==> config.mk <==
export PLATFORM = sky130hd
export DESIGN_NAME = vc_dest_arbiter_flat
export DESIGN_NICKNAME = d
export VERILOG_FILES = /design/src/rtl/vc_dest_arbiter_if.sv /design/src/rtl/vc_dest_arbiter.sv /design/src/flat_wrapper.sv
export SDC_FILE = /design/constraint.sdc
export NUM_CORES = 1
export LEC_CHECK = 0
export BUFFER_PORTS_ARGS = -buffer_cell sky130_fd_sc_hd__buf_2
export CELL_PAD_IN_SITES_DETAIL_PLACEMENT = 0
export CELL_PAD_IN_SITES_GLOBAL_PLACEMENT = 2
export CORE_MARGIN = 2
export CORE_UTILIZATION = 18
export CTS_BUF_LIST = sky130_fd_sc_hd__clkbuf_4
export CTS_CLUSTER_DIAMETER = 80
export DETAILED_ROUTE_END_ITERATION = 8
export GPL_TIMING_DRIVEN = 1
export PLACE_DENSITY_LB_ADDON = 0.1
export SETUP_SLACK_MARGIN = 0.02
export SLEW_MARGIN = 40
export SYNTH_ARGS = -nofsm -noshare
export SYNTH_HDL_FRONTEND = slang
export SYNTH_SLANG_ARGS = --single-unit
==> constraint.sdc <==
create_clock -name clk -period 1.56 [get_ports clk]
set_input_delay 0.468 -clock clk [delete_from_list [all_inputs] [get_ports clk]]
set_output_delay 0.468 -clock clk [all_outputs]
set_load 0.01 [all_outputs]
==> src/rtl/vc_dest_arbiter_if.sv <==
// Bus bundle between vc_dest_arbiter and its FIFOs: the VC source read side and
// the shared destination write side.
interface vc_dest_arbiter_if #(
  parameter int DATA_WIDTH = 6
);
  logic                  vc0_empty;
  logic                  vc1_empty;
  logic                  vc0_error;
  logic                  vc1_error;
  logic [DATA_WIDTH-1:0] vc0_data;
  logic [DATA_WIDTH-1:0] vc1_data;
  logic                  d0_full;
  logic                  d0_almost_full;
  logic                  d1_full;
  logic                  d1_almost_full;
  logic                  d0_error;
  logic                  d1_error;
  logic                  vc0_pop;
  logic                  vc1_pop;
  logic                  d0_push;
  logic                  d1_push;
  logic [DATA_WIDTH-1:0] d_data;

  modport master (
    input  vc0_empty, vc1_empty, vc0_error, vc1_error, vc0_data, vc1_data,
    input  d0_full, d0_almost_full, d1_full, d1_almost_full, d0_error, d1_error,
    output vc0_pop, vc1_pop, d0_push, d1_push, d_data
  );

  modport slave (
    output vc0_empty, vc1_empty, vc0_error, vc1_error, vc0_data, vc1_data,
    output d0_full, d0_almost_full, d1_full, d1_almost_full, d0_error, d1_error,
    input  vc0_pop, vc1_pop, d0_push, d1_push, d_data
  );
endinterface

==> src/rtl/vc_dest_arbiter.sv <==
// Moves words from VC0/VC1 source FIFOs into D0/D1 destination FIFOs: VC0-priority
// arbitration with a starvation limit, routing on one destination bit of each word.
module vc_dest_arbiter #(
  parameter int DATA_WIDTH = 6,
  parameter int DEST_BIT   = 4,
  parameter int MAX_HOLD   = 3
) (
  input  logic                  clk,
  input  logic                  reset,
  input  logic                  enable,
  vc_dest_arbiter_if.master     bus,
  output logic                  idle,
  output logic                  error
);

  localparam logic [1:0] ST_IDLE   = 2'd0;
  localparam logic [1:0] ST_ACTIVE = 2'd1;
  localparam logic [1:0] ST_DRAIN  = 2'd2;
  localparam logic [1:0] ST_ERROR  = 2'd3;

  localparam int              HOLD_W   = (MAX_HOLD < 1) ? 1 : $clog2(MAX_HOLD + 1);
  localparam logic [HOLD_W-1:0] HOLD_MAX = HOLD_W'(MAX_HOLD);
  localparam logic [HOLD_W-1:0] HOLD_ONE = HOLD_W'(1);

  logic [1:0]            state_q, state_d;
  logic [HOLD_W-1:0]     hold_cnt_q, hold_cnt_d;
  logic                  inflight_q, inflight_d;
  logic                  sel_q, sel_d;

  logic                  any_err;
  logic                  room;
  logic                  grant0;
  logic                  grant1;
  logic                  push_ok;
  logic [DATA_WIDTH-1:0] word;

  // Two free slots per destination cover the word in flight plus the one popped now.
  always_comb begin
    any_err = bus.vc0_error | bus.vc1_error | bus.d0_error | bus.d1_error;
    room    = ~bus.d0_full & ~bus.d0_almost_full & ~bus.d1_full & ~bus.d1_almost_full;
    grant0  = 1'b0;
    grant1  = 1'b0;
    if ((state_q == ST_ACTIVE) && room && !any_err && !reset) begin
      if (!bus.vc0_empty && !((hold_cnt_q == HOLD_MAX) && !bus.vc1_empty)) begin
        grant0 = 1'b1;
      end else if (!bus.vc1_empty) begin
        grant1 = 1'b1;
      end
    end
  end

  // The popped word arrives one cycle later from the FIFO's read register.
  always_comb begin
    word        = sel_q ? bus.vc1_data : bus.vc0_data;
    push_ok     = inflight_q & (state_q != ST_ERROR) & ~reset;
    bus.vc0_pop = grant0;
    bus.vc1_pop = grant1;
    bus.d_data  = push_ok ? word : '0;
    bus.d0_push = push_ok & ~word[DEST_BIT];
    bus.d1_push = push_ok & word[DEST_BIT];
  end

  always_comb begin
    state_d = state_q;
    case (state_q)
      ST_IDLE:   if (enable) state_d = ST_ACTIVE;
      ST_ACTIVE: if (!enable) state_d = ST_DRAIN;
      ST_DRAIN:  state_d = ST_IDLE;
      default:   state_d = ST_ERROR;
    endcase
    if (any_err) begin
      state_d = ST_ERROR;
    end

    inflight_d = grant0 | grant1;
    sel_d      = (grant0 | grant1) ? grant1 : sel_q;

    hold_cnt_d = hold_cnt_q;
    if (bus.vc1_empty || grant1) begin
      hold_cnt_d = '0;
    end else if (grant0 && (hold_cnt_q != HOLD_MAX)) begin
      hold_cnt_d = hold_cnt_q + HOLD_ONE;
    end
  end

  always_ff @(posedge clk) begin
    if (reset) begin
      state_q    <= ST_IDLE;
      hold_cnt_q <= '0;
      inflight_q <= 1'b0;
      sel_q      <= 1'b0;
    end else begin
      state_q    <= state_d;
      hold_cnt_q <= hold_cnt_d;
      inflight_q <= inflight_d;
      sel_q      <= sel_d;
    end
  end

  assign error = (state_q == ST_ERROR);
  assign idle  = (state_q == ST_IDLE) & ~inflight_q;

endmodule

==> src/flat_wrapper.sv <==
// flat-port wrapper written by rule: the top's interface ports become plain ports
module vc_dest_arbiter_flat 
#(
  parameter int DATA_WIDTH = 6,
  parameter int DEST_BIT   = 4,
  parameter int MAX_HOLD   = 3
)
  (clk, reset, enable, idle, error, bus_vc0_empty, bus_vc1_empty, bus_vc0_error, bus_vc1_error, bus_vc0_data, bus_vc1_data, bus_d0_full, bus_d0_almost_full, bus_d1_full, bus_d1_almost_full, bus_d0_error, bus_d1_error, bus_vc0_pop, bus_vc1_pop, bus_d0_push, bus_d1_push, bus_d_data);
  vc_dest_arbiter_if #(.DATA_WIDTH(DATA_WIDTH)) bus_i ();
  input  logic clk;
  input  logic reset;
  input  logic enable;
  output logic idle;
  output logic error;
  input wire logic [$bits(bus_i.vc0_empty)-1:0] bus_vc0_empty;
  input wire logic [$bits(bus_i.vc1_empty)-1:0] bus_vc1_empty;
  input wire logic [$bits(bus_i.vc0_error)-1:0] bus_vc0_error;
  input wire logic [$bits(bus_i.vc1_error)-1:0] bus_vc1_error;
  input wire logic [$bits(bus_i.vc0_data)-1:0] bus_vc0_data;
  input wire logic [$bits(bus_i.vc1_data)-1:0] bus_vc1_data;
  input wire logic [$bits(bus_i.d0_full)-1:0] bus_d0_full;
  input wire logic [$bits(bus_i.d0_almost_full)-1:0] bus_d0_almost_full;
  input wire logic [$bits(bus_i.d1_full)-1:0] bus_d1_full;
  input wire logic [$bits(bus_i.d1_almost_full)-1:0] bus_d1_almost_full;
  input wire logic [$bits(bus_i.d0_error)-1:0] bus_d0_error;
  input wire logic [$bits(bus_i.d1_error)-1:0] bus_d1_error;
  output wire logic [$bits(bus_i.vc0_pop)-1:0] bus_vc0_pop;
  output wire logic [$bits(bus_i.vc1_pop)-1:0] bus_vc1_pop;
  output wire logic [$bits(bus_i.d0_push)-1:0] bus_d0_push;
  output wire logic [$bits(bus_i.d1_push)-1:0] bus_d1_push;
  output wire logic [$bits(bus_i.d_data)-1:0] bus_d_data;
  assign bus_i.vc0_empty = bus_vc0_empty;
  assign bus_i.vc1_empty = bus_vc1_empty;
  assign bus_i.vc0_error = bus_vc0_error;
  assign bus_i.vc1_error = bus_vc1_error;
  assign bus_i.vc0_data = bus_vc0_data;
  assign bus_i.vc1_data = bus_vc1_data;
  assign bus_i.d0_full = bus_d0_full;
  assign bus_i.d0_almost_full = bus_d0_almost_full;
  assign bus_i.d1_full = bus_d1_full;
  assign bus_i.d1_almost_full = bus_d1_almost_full;
  assign bus_i.d0_error = bus_d0_error;
  assign bus_i.d1_error = bus_d1_error;
  assign bus_vc0_pop = bus_i.vc0_pop;
  assign bus_vc1_pop = bus_i.vc1_pop;
  assign bus_d0_push = bus_i.d0_push;
  assign bus_d1_push = bus_i.d1_push;
  assign bus_d_data = bus_i.d_data;
  vc_dest_arbiter #(.DATA_WIDTH(DATA_WIDTH), .DEST_BIT(DEST_BIT), .MAX_HOLD(MAX_HOLD)) u_core (.clk(clk), .reset(reset), .enable(enable), .bus(bus_i), .idle(idle), .error(error));
endmodule
After elaboration in Yosys (flattened, before gate mapping)
Index checks and enable logic that the tools add are counted.
Widths: inputs -> output; s select.
- input port bits: 25
- register bits after elaboration: 6
- output and inout port bits: 12
- add/subtract/negate cells: 1
- eq/ne operators: 8
- multiplexer cells: 11
- reduce and logical (&&, ||, !) cells: 15
- bitwise logic cells: 19
- operators by type and width (operator ; number):
    $mux 6 ; 2
    $and 1x1->1 ; 8
    $not 1->1 ; 7
    $eq 2x2->1 const B ; 3
    $logic_and 1x1->1 ; 6
    $mux 2 ; 3
    $ne 3x2->1 const B ; 2
    $pmux 2 s3 ; 1
    $logic_not 1->1 ; 5
    $mux 1 ; 5
    $ne 2x2->1 const B ; 2
    $or 1x1->1 ; 4
    $add 2x1->2 const B ; 1
    $eq 2x1->1 const B ; 1
    $logic_not 2->1 ; 1
    $reduce_and 2->1 ; 1
    $reduce_or 2->1 ; 1
    $logic_or 1x1->1 ; 1

Longest topological paths before layout
Gate-level depths: netlist (run 1).
- depth in word-level cells: 10
- depth in mapped cells: 5
- depth with buffers taken out: 5

Least setup slack after synthesis (run 1)
Ideal clock, no wire load.
- kind: input to output
- start: input port bus_d0_full
- end: output port bus_vc0_pop
- arrival: 1.322 ns
- stages on the path: 3
- data required time: 1.092 ns
- setup slack: -0.230 ns
- cell sequence: nor4_2 -> nand3_2 -> nor3_1
- longest elaborated chain between the ends: 8
- RTL lines (what ; line ; text):
    start: declaration ; flat_wrapper.sv:21 ; input wire logic [$bits(bus_i.d0_full)-1:0] bus_d0_full;
    $not 1->1 ; vc_dest_arbiter.sv:40 ; room = ~bus.d0_full & ~bus.d0_almost_full & ~bus.d1_full & ~bus.d1_almost_full;
    $and 1x1->1 (3 in a row) ; vc_dest_arbiter.sv:40 ;
    $logic_and 1x1->1 (3 in a row) ; vc_dest_arbiter.sv:43 ; if ((state_q == ST_ACTIVE) && room && !any_err && !reset) begin
    $mux 1 ; vc_dest_arbiter.sv:43 ;
    end: declaration ; flat_wrapper.sv:27 ; output wire logic [$bits(bus_i.vc0_pop)-1:0] bus_vc0_pop;
Every way passes these cells.

Final worst setup path (run 1)
- start: register u_core.state_q[1]
- end: output port bus_vc1_pop
- longest elaborated chain between the ends: 5
- RTL lines (what ; line ; text):
    start: declaration ; vc_dest_arbiter.sv:25 ; logic [1:0] state_q, state_d;
    start signal: assignment ; vc_dest_arbiter.sv:93 ; state_q <= state_d;
    $eq 2x1->1 ; vc_dest_arbiter.sv:43 ;
    $logic_and 1x1->1 (3 in a row) ; vc_dest_arbiter.sv:43 ;
    $mux 1 ; vc_dest_arbiter.sv:43 ;
    end: declaration ; flat_wrapper.sv:28 ; output wire logic [$bits(bus_i.vc1_pop)-1:0] bus_vc1_pop;
Every way passes these cells.

==> results.sh, run 1 <==
export IMPL_setup_slack_ns=-0.2724
export IMPL_postLayoutCoreUtil=0.3780
export IMPL_deepest_level_of_the_cts_h_tree=1
export IMPL_grt_setup_unrepaired="true"
export IMPL_timing_final_setup_violations=12
export IMPL_fp_row_count=18
export IMPL_end_kind="primary output"
export IMPL_insertion_delay_ns=0.24
export IMPL_peakVddDrop_mv=0.4654
export IMPL_path_class="reg2out"
export IMPL_cpLargestDelayFamily="buffers and inverters"
export IMPL_p_leak_nw=0.4600
export IMPL_die_h_um=56.27
export IMPL_failing_checks="negative setup slack"
export IMPL_postSynthAreaPerCell_um2=8.627
export IMPL_io_buffer_count=36
export IMPL_gr_total_overflow=0
export IMPL_cp_required_ns=1.09
export IMPL_timing_hold_violations_final=0
export IMPL_crit_path_max_fanout=3
export IMPL_wirelength_um=1417
export IMPL_seq_area_frac_synth=0.2443
export IMPL_gpl_final_weighted_congestion=0.6739
export IMPL_worst_setup_hold_path_clk_slew_ns=0.04
export IMPL_clock_path_buffers=2
export IMPL_n_antenna_cell=0
export IMPL_number_of_antenna_violations_at_the_first_check_in_global_routing=0
export IMPL_finalHoldWorstSlack_ns=0.4601
export IMPL_post_place_ws_ns=-0.3399
export IMPL_detailedRoute_firstIterationViolations=5
export IMPL_io_pins=37
export IMPL_start_kind="flop"
export IMPL_min_delay_path_class="reg2reg"
export IMPL_fin_crit_ns=1.832
export IMPL_clock_sink_count=6
export IMPL_n_fill_cell=274
export IMPL_cts_buffers=3
export IMPL_combined_buffer_and_inverter_count_along_the_critical_path=3
export IMPL_vias=580
export IMPL_total_power_w=0.0004235
export IMPL_finish_net_count=139
export IMPL_status="finished, violations left"
export IMPL_synth_net_count=86
export IMPL_design_die_area_um2=3166
export IMPL_commonest_cells_after_routing_fill_and_taps_aside="buf_2 (33), buf_4 (14), mux2i_1 (8)"
export IMPL_worst_clock_skew_ns=0.0005581
export IMPL_post_route_cells_drive_above_1_share=0.6944
export IMPL_maximum_number_of_pins_on_one_net_before_global_route_repair=7
export IMPL_mostFrequentLayoutCell="buf_2"
export IMPL_cp_slowest_stage_delay_ns=0.31
export IMPL_fin_tns_setup_ns=-2.115
export IMPL_synthCells=57
export IMPL_max_slew_worst_pin_slew_ns=0.3188
export IMPL_gr_usage_all_layers=0.1033
export IMPL_path_cells="inv_2, ha_4, nor2b_1, buf_4, nand3_4, nor3_4, buf_2"
export IMPL_area_growth_pct=93.89
export IMPL_synth_seq_cells=6
export IMPL_netlist_area_um2=491.7
export IMPL_count_of_final_max_slew_check_failures=0
export IMPL_detailedPlacementHpwl_um=1242
export IMPL_clock_root_cell="clkbuf_4"
export IMPL_drt_pass1_iterations=3
export IMPL_drcViolationCount=0
export IMPL_synth_lib_cells_used_distinct=21
export IMPL_die_width_um=56.27
export IMPL_power_density_nw_per_um2=444.2
export IMPL_timing_max_slew_rel_slack=0.7859
export IMPL_core_region_area_um2=2522
export IMPL_via_count_of_the_first_global_routing_pass=602
export IMPL_yosys_warn_count=0
export IMPL_critical_path_arrival_ns=1.36
export IMPL_cts_hold_buf=0
export IMPL_tritoncts="yes"
export IMPL_crit_slowest_cell="dfxtp_2"
export IMPL_vias_per_cell=4.203
export IMPL_floorplan_initialDensity=0.1949
export IMPL_grt_first_pass_wirelength_um=2601
export IMPL_fin_crit_sh=1.175
export IMPL_drv_max_cap_violation_count=0
export IMPL_timing_fmax_mhz=545.7
export IMPL_routedWlPerCell_um=10.27
export IMPL_antenna_left=0
## sequential cells by signal, indices dropped and copies added (netlist names)
signal and count:
u_core.hold_cnt_q 2, u_core.sel_q 1, u_core.inflight_q 1, u_core.state_q 2
## worst paths after layout
path | start | endpoint | slack [ns] | cells after the start
worst max-delay path | u_core.state_q[1]$_SDFFE_PP0P_ | bus_vc1_pop | -0.27 | 7
worst min-delay path | u_core.hold_cnt_q[1]$_SDFFE_PP0P_ | u_core.hold_cnt_q[1]$_SDFFE_PP0P_ | 0.46 | 2
worst max register to register | u_core.state_q[1]$_SDFFE_PP0P_ | u_core.state_q[1]$_SDFFE_PP0P_ | 0.15 | 6
worst min register to register | u_core.hold_cnt_q[1]$_SDFFE_PP0P_ | u_core.hold_cnt_q[1]$_SDFFE_PP0P_ | 0.46 | 2
## what timing repair did
action / in CTS / in global routing
gates cloned: 0 / 0
setup buffers: 2 / 1
setup endpoints to repair: 12 / 13
pin swaps: 10 / 2
gates resized for setup: 10 / 10
## worst reg2reg max path, delay by kind of cell, from the launching register on
kind	cells	cell delay (ns)
buffers and inverters	2	0.18
DFF	1	0.32
AOI/OAI and AO/OA	1	0.13
adders and majority gates	1	0.15
muxes	2	0.56
## layout make-up
type	instances	area, um^2	area share
Timing Repair Buffer	50	304.0	0.3189
Clock buffer	3	22.52	0.02362
Sequential cell	6	125.1	0.1312
Multi-Input combinational cell	46	452.9	0.4751
Tap cell	30	37.54	0.03937
Inverter	3	11.26	0.01181
## through the flow
step           instances  instance area, um^2
4_1_cts              137                903.4
3_5_place_dp         133                835.8
6_report             138                953.4
5_1_grt              138                953.4
3_3_place_gp         133                835.8
2_1_floorplan         57                540.5
## metal layers
metal	GRT usage	vias up	share of wire
li1	-	302	-
met1	0.1207	262	0.43
met2	0.1714	14	0.51
met3	0.03687	2	0.050
met4	0.04082	0	0.0099
met5	0	-	0
## cells by family after synthesis
kind of cell               synth area share
DFF                                  0.2443
muxes                                0.2290
adders and majority gates            0.1018
AOI/OAI and AO/OA                   0.07124
and+or+nand+nor                      0.3054
buffers and inverters               0.04834
## cell usage after synthesis
cell,count,share of area
a21oi_1,3,0.031
a41o_2,1,0.023
a41oi_1,1,0.018
and3_1,1,0.013
buf_2,1,0.010
buf_4,1,0.015
dfxtp_1,6,0.24
ha_1,4,0.10
inv_1,3,0.023
mux2_2,2,0.046
mux2i_1,9,0.18
nand2_1,3,0.023
nand2b_1,1,0.013
nand3_1,1,0.010
nand3_2,1,0.020
nand3b_1,1,0.015
nor2_1,11,0.084
nor2b_1,3,0.038
nor3_1,2,0.020
nor4_2,1,0.025
nor4_4,1,0.043
## power by group
| part | switching [W] | internal (W) | total, W |
|---|---|---|---|
| Clock | 0.0000531 | 0.0000868 | 0.000140 |
| Sequential | 0.00000333 | 0.000157 | 0.000160 |
| Combinational | 0.0000551 | 0.0000681 | 0.000123 |
| Total | 0.000112 | 0.000312 | 0.000424 |
Power figures use the tool's default switching activity.
==> run 2: changes to the inputs <==
--- a/config.mk
+++ b/config.mk
@@ -5,11 +5,12 @@
 export SDC_FILE = /design/constraint.sdc
 export NUM_CORES = 1
 export LEC_CHECK = 0
+export ABC_AREA = 1
 export BUFFER_PORTS_ARGS = -buffer_cell sky130_fd_sc_hd__buf_2
 export CELL_PAD_IN_SITES_DETAIL_PLACEMENT = 0
 export CELL_PAD_IN_SITES_GLOBAL_PLACEMENT = 2
 export CORE_MARGIN = 2
-export CORE_UTILIZATION = 18
+export CORE_UTILIZATION = 17
 export CTS_BUF_LIST = sky130_fd_sc_hd__clkbuf_4
 export CTS_CLUSTER_DIAMETER = 80
 export DETAILED_ROUTE_END_ITERATION = 8
==> results.sh, run 2 <==
export IMPL_synth_lib_cells_used_distinct=17
export IMPL_peakVddDrop_mv=0.1490
export IMPL_fp_row_count=20
export IMPL_detailedPlacementHpwl_um=1419
export IMPL_drt_pass1_iterations=4
export IMPL_floorplan_initialDensity=0.1813
export IMPL_critical_path_arrival_ns=1.34
export IMPL_crit_slowest_cell="dfxtp_2"
export IMPL_critical_path_reg2reg_startpoint="u_core.state_q[0]$_SDFFE_PP0P_"
export IMPL_clock_path_buffers=2
export IMPL_netlist_area_um2=558.0
export IMPL_seqPwrFrac=0.373
export IMPL_n_antenna_cell=0
export IMPL_power_density_nw_per_um2=398.1
export IMPL_fin_crit_sh=1.158
export IMPL_largest_registers="u_core.hold_cnt_q x2, u_core.state_q x2"
export IMPL_p_sw_frac=0.2646
export IMPL_core_region_area_um2=3078
export IMPL_stdcell_count=192
export IMPL_deepest_level_of_the_cts_h_tree=1
export IMPL_path_class="reg2out"
export IMPL_cpLargestDelayFamily="simple AND/OR/NAND/NOR gates"
export IMPL_drcViolationCount=0
export IMPL_netSwitchingPower_w=0.0001139
export IMPL_setup_slack_ns=-0.2457
export IMPL_via_count_of_the_first_global_routing_pass=725
export IMPL_antenna_left=0
export IMPL_synth_top_cell_by_area="dfxtp_1"
export IMPL_post_place_ws_ns=-0.1009
export IMPL_die_h_um=61.30
export IMPL_io_buffer_count=36
export IMPL_timing_fmax_mhz=553.8
export IMPL_end_kind="primary output"
export IMPL_postSynthAreaPerCell_um2=6.066
export IMPL_post_route_cells_drive_above_1_share=0.6014
export IMPL_gpl_final_weighted_congestion=0.6520
export IMPL_area_growth_pct=93.72
export IMPL_timing_final_setup_violations=12
export IMPL_p_leak_nw=0.5261
export IMPL_count_of_final_max_slew_check_failures=0
export IMPL_worst_setup_hold_path_clk_slew_ns=0.04
export IMPL_drv_max_cap_violation_count=0
export IMPL_timing_hold_violations_final=0
export IMPL_wirelength_um=1708
export IMPL_cts_buffers=3
export IMPL_cp_required_ns=1.09
export IMPL_vias=751
export IMPL_synth_enable_flop_cells=0
export IMPL_status="finished, violations left"
export IMPL_design_die_area_um2=3757
export IMPL_synth_seq_cells=6
export IMPL_ys_top_cells_by_area="dfxtp_1 (22%), nand2_1 (13%), inv_1 (10%)"
export IMPL_synthArstFlopShare=0
export IMPL_worst_clock_skew_ns=0.003744
export IMPL_synth_top_cells_by_count="nand2_1 (20), inv_1 (15), nor2_1 (14)"
export IMPL_fin_crit_ns=1.806
export IMPL_seq_area_frac_synth=0.2152
export IMPL_synth_most_common_cell="nand2_1"
export IMPL_synth_net_count=121
export IMPL_maximum_number_of_pins_on_one_net_before_global_route_repair=8
export IMPL_cts_hold_buf=0
export IMPL_timing_max_slew_rel_slack=0.8705
export IMPL_synthFlopType="dfxtp_1"
export IMPL_detailedRoute_firstIterationViolations=15
export IMPL_combined_buffer_and_inverter_count_along_the_critical_path=3
export IMPL_routedWlPerCell_um=8.896
export IMPL_gr_total_overflow=0
export IMPL_n_fill_cell=357
export IMPL_commonest_cells_after_routing_fill_and_taps_aside="buf_2 (33), nand2_1 (20), buf_4 (15)"
export IMPL_cp_slowest_stage_delay_ns=0.31
export IMPL_finish_net_count=179
export IMPL_max_slew_worst_pin_slew_ns=0.1923
export IMPL_gr_usage_all_layers=0.1019
export IMPL_grt_first_pass_wirelength_um=2787
export IMPL_crit_path_max_fanout=3
export IMPL_tritoncts="yes"
export IMPL_intPower_w=0.0003165
export IMPL_gate_power_share=0.313
export IMPL_grt_setup_unrepaired="true"
export IMPL_number_of_antenna_violations_at_the_first_check_in_global_routing=0
export IMPL_failing_checks="negative setup slack"
export IMPL_synth_top_area_frac=0.2152
export IMPL_die_width_um=61.30
export IMPL_clock_sink_count=6
export IMPL_synthCells=92
export IMPL_insertion_delay_ns=0.24
export IMPL_min_delay_path_class="reg2reg"
export IMPL_yosys_warn_count=0
export IMPL_path_cells="inv_2, ha_4, inv_4, nor2_4, nand3_2, nor2_4, nand2_2, nor2_4, buf_6"
export IMPL_pwr_share_clk=0.315
export IMPL_place_detailed_instances=188
export IMPL_clock_root_cell="clkbuf_4"
export IMPL_start_kind="flop"
export IMPL_io_pins=37
export IMPL_vias_per_cell=3.911
export IMPL_setup_worst_path_start="u_core.state_q[1]$_SDFFE_PP0P_"
export IMPL_crit_top_cell="nor2_4"
export IMPL_mostFrequentLayoutCell="buf_2"
export IMPL_min_from="u_core.hold_cnt_q[1]$_SDFFE_PP0P_"
-- run 2: changes by cell type after synthesis, moves of 3 or more --
cell,previous run,this run
nand2_1,3,20
inv_1,3,15
mux2i_1,9,0
a21oi_1,3,9
inv_2,0,3
nor2_1,11,14
nor2_4,0,3
nor2b_1,3,0
o21ai_0,0,3
-- run 2: worst min-delay path, stage by stage (launching register included) --
cell     delay [ns]
dfxtp_1        0.31
inv_1          0.05
nand2_1        0.04
inv_1          0.06
nor2_2         0.04
-- run 2: final timing paths --
path                                       end  cells after the start  slack, ns
max                                bus_vc1_pop                      9      -0.25
min          u_core.hold_cnt_q[1]$_SDFFE_PP0P_                      4       0.54
max reg2reg     u_core.state_q[1]$_SDFFE_PP0P_                     11       0.15
min reg2reg  u_core.hold_cnt_q[1]$_SDFFE_PP0P_                      4       0.54
-- run 2: metrics by stage --
step / cell area, um^2 / hold slack (ns) / setup TNS (ns) / util / power [W]
floorplan: 575.6 / 0.4523 / 0 / - / 0.0002023
global placement: 930.9 / 0.5237 / -0.6474 / 0.3024 / 0.0002679
detailed placement: 930.9 / 0.5381 / -0.6307 / 0.3024 / 0.0002694
CTS: 1054 / 0.5335 / -2.395 / 0.3423 / 0.0004358
global route: 1081 / 0.5462 / -3.282 / 0.3512 / 0.0004705
finish: 1081 / 0.5421 / -2.373 / 0.3512 / 0.0004304
-- run 2: power by group through the flow --
stage          registers, W   logic, W  clock network [W]
2_1_floorplan      0.000162  0.0000399                  0
3_3_place_gp       0.000162   0.000106                  0
3_5_place_dp       0.000162   0.000108                  0
4_1_cts            0.000160   0.000129           0.000147
5_1_grt            0.000160   0.000150           0.000160
6_report           0.000160   0.000135           0.000135
-- run 2: metal layers --
metal  up-vias  wire length (um)  track usage  share of wire
met1       318               739       0.1065           0.43
met3         2               154      0.02521          0.090
met4         0                25      0.05590          0.015
li1        396                 -            -              -
met5         -                 0            0              0
met2        35               788       0.1854           0.46
-- run 2: cell families (layout without fill, tap and decap cells) --
kind of cell	after synthesis	count (layout)	synth area share
AOI/OAI and AO/OA	14	14	0.1255
adders and majority gates	4	4	0.08969
buffers and inverters	20	76	0.1480
DFF	6	6	0.2153
and+or+nand+nor	48	48	0.4215
-- run 2: final cells by class --
type / instances / area (um^2) / share of cell area
multi-input combinational: 66 / 446.7 / 0.4132
timing repair buffer: 55 / 356.6 / 0.3299
sequential: 6 / 125.1 / 0.1157
inverter: 18 / 75.07 / 0.06944
tap: 44 / 55.05 / 0.05093
clock buffer: 3 / 22.52 / 0.02083
-- run 2: what timing repair did --
item | CTS | global route
setup endpoints to repair | 14 | 14
gates cloned | 0 | 0
pin swaps | 4 | 2
resized for setup | 24 | 9
setup buffers | 2 | 2
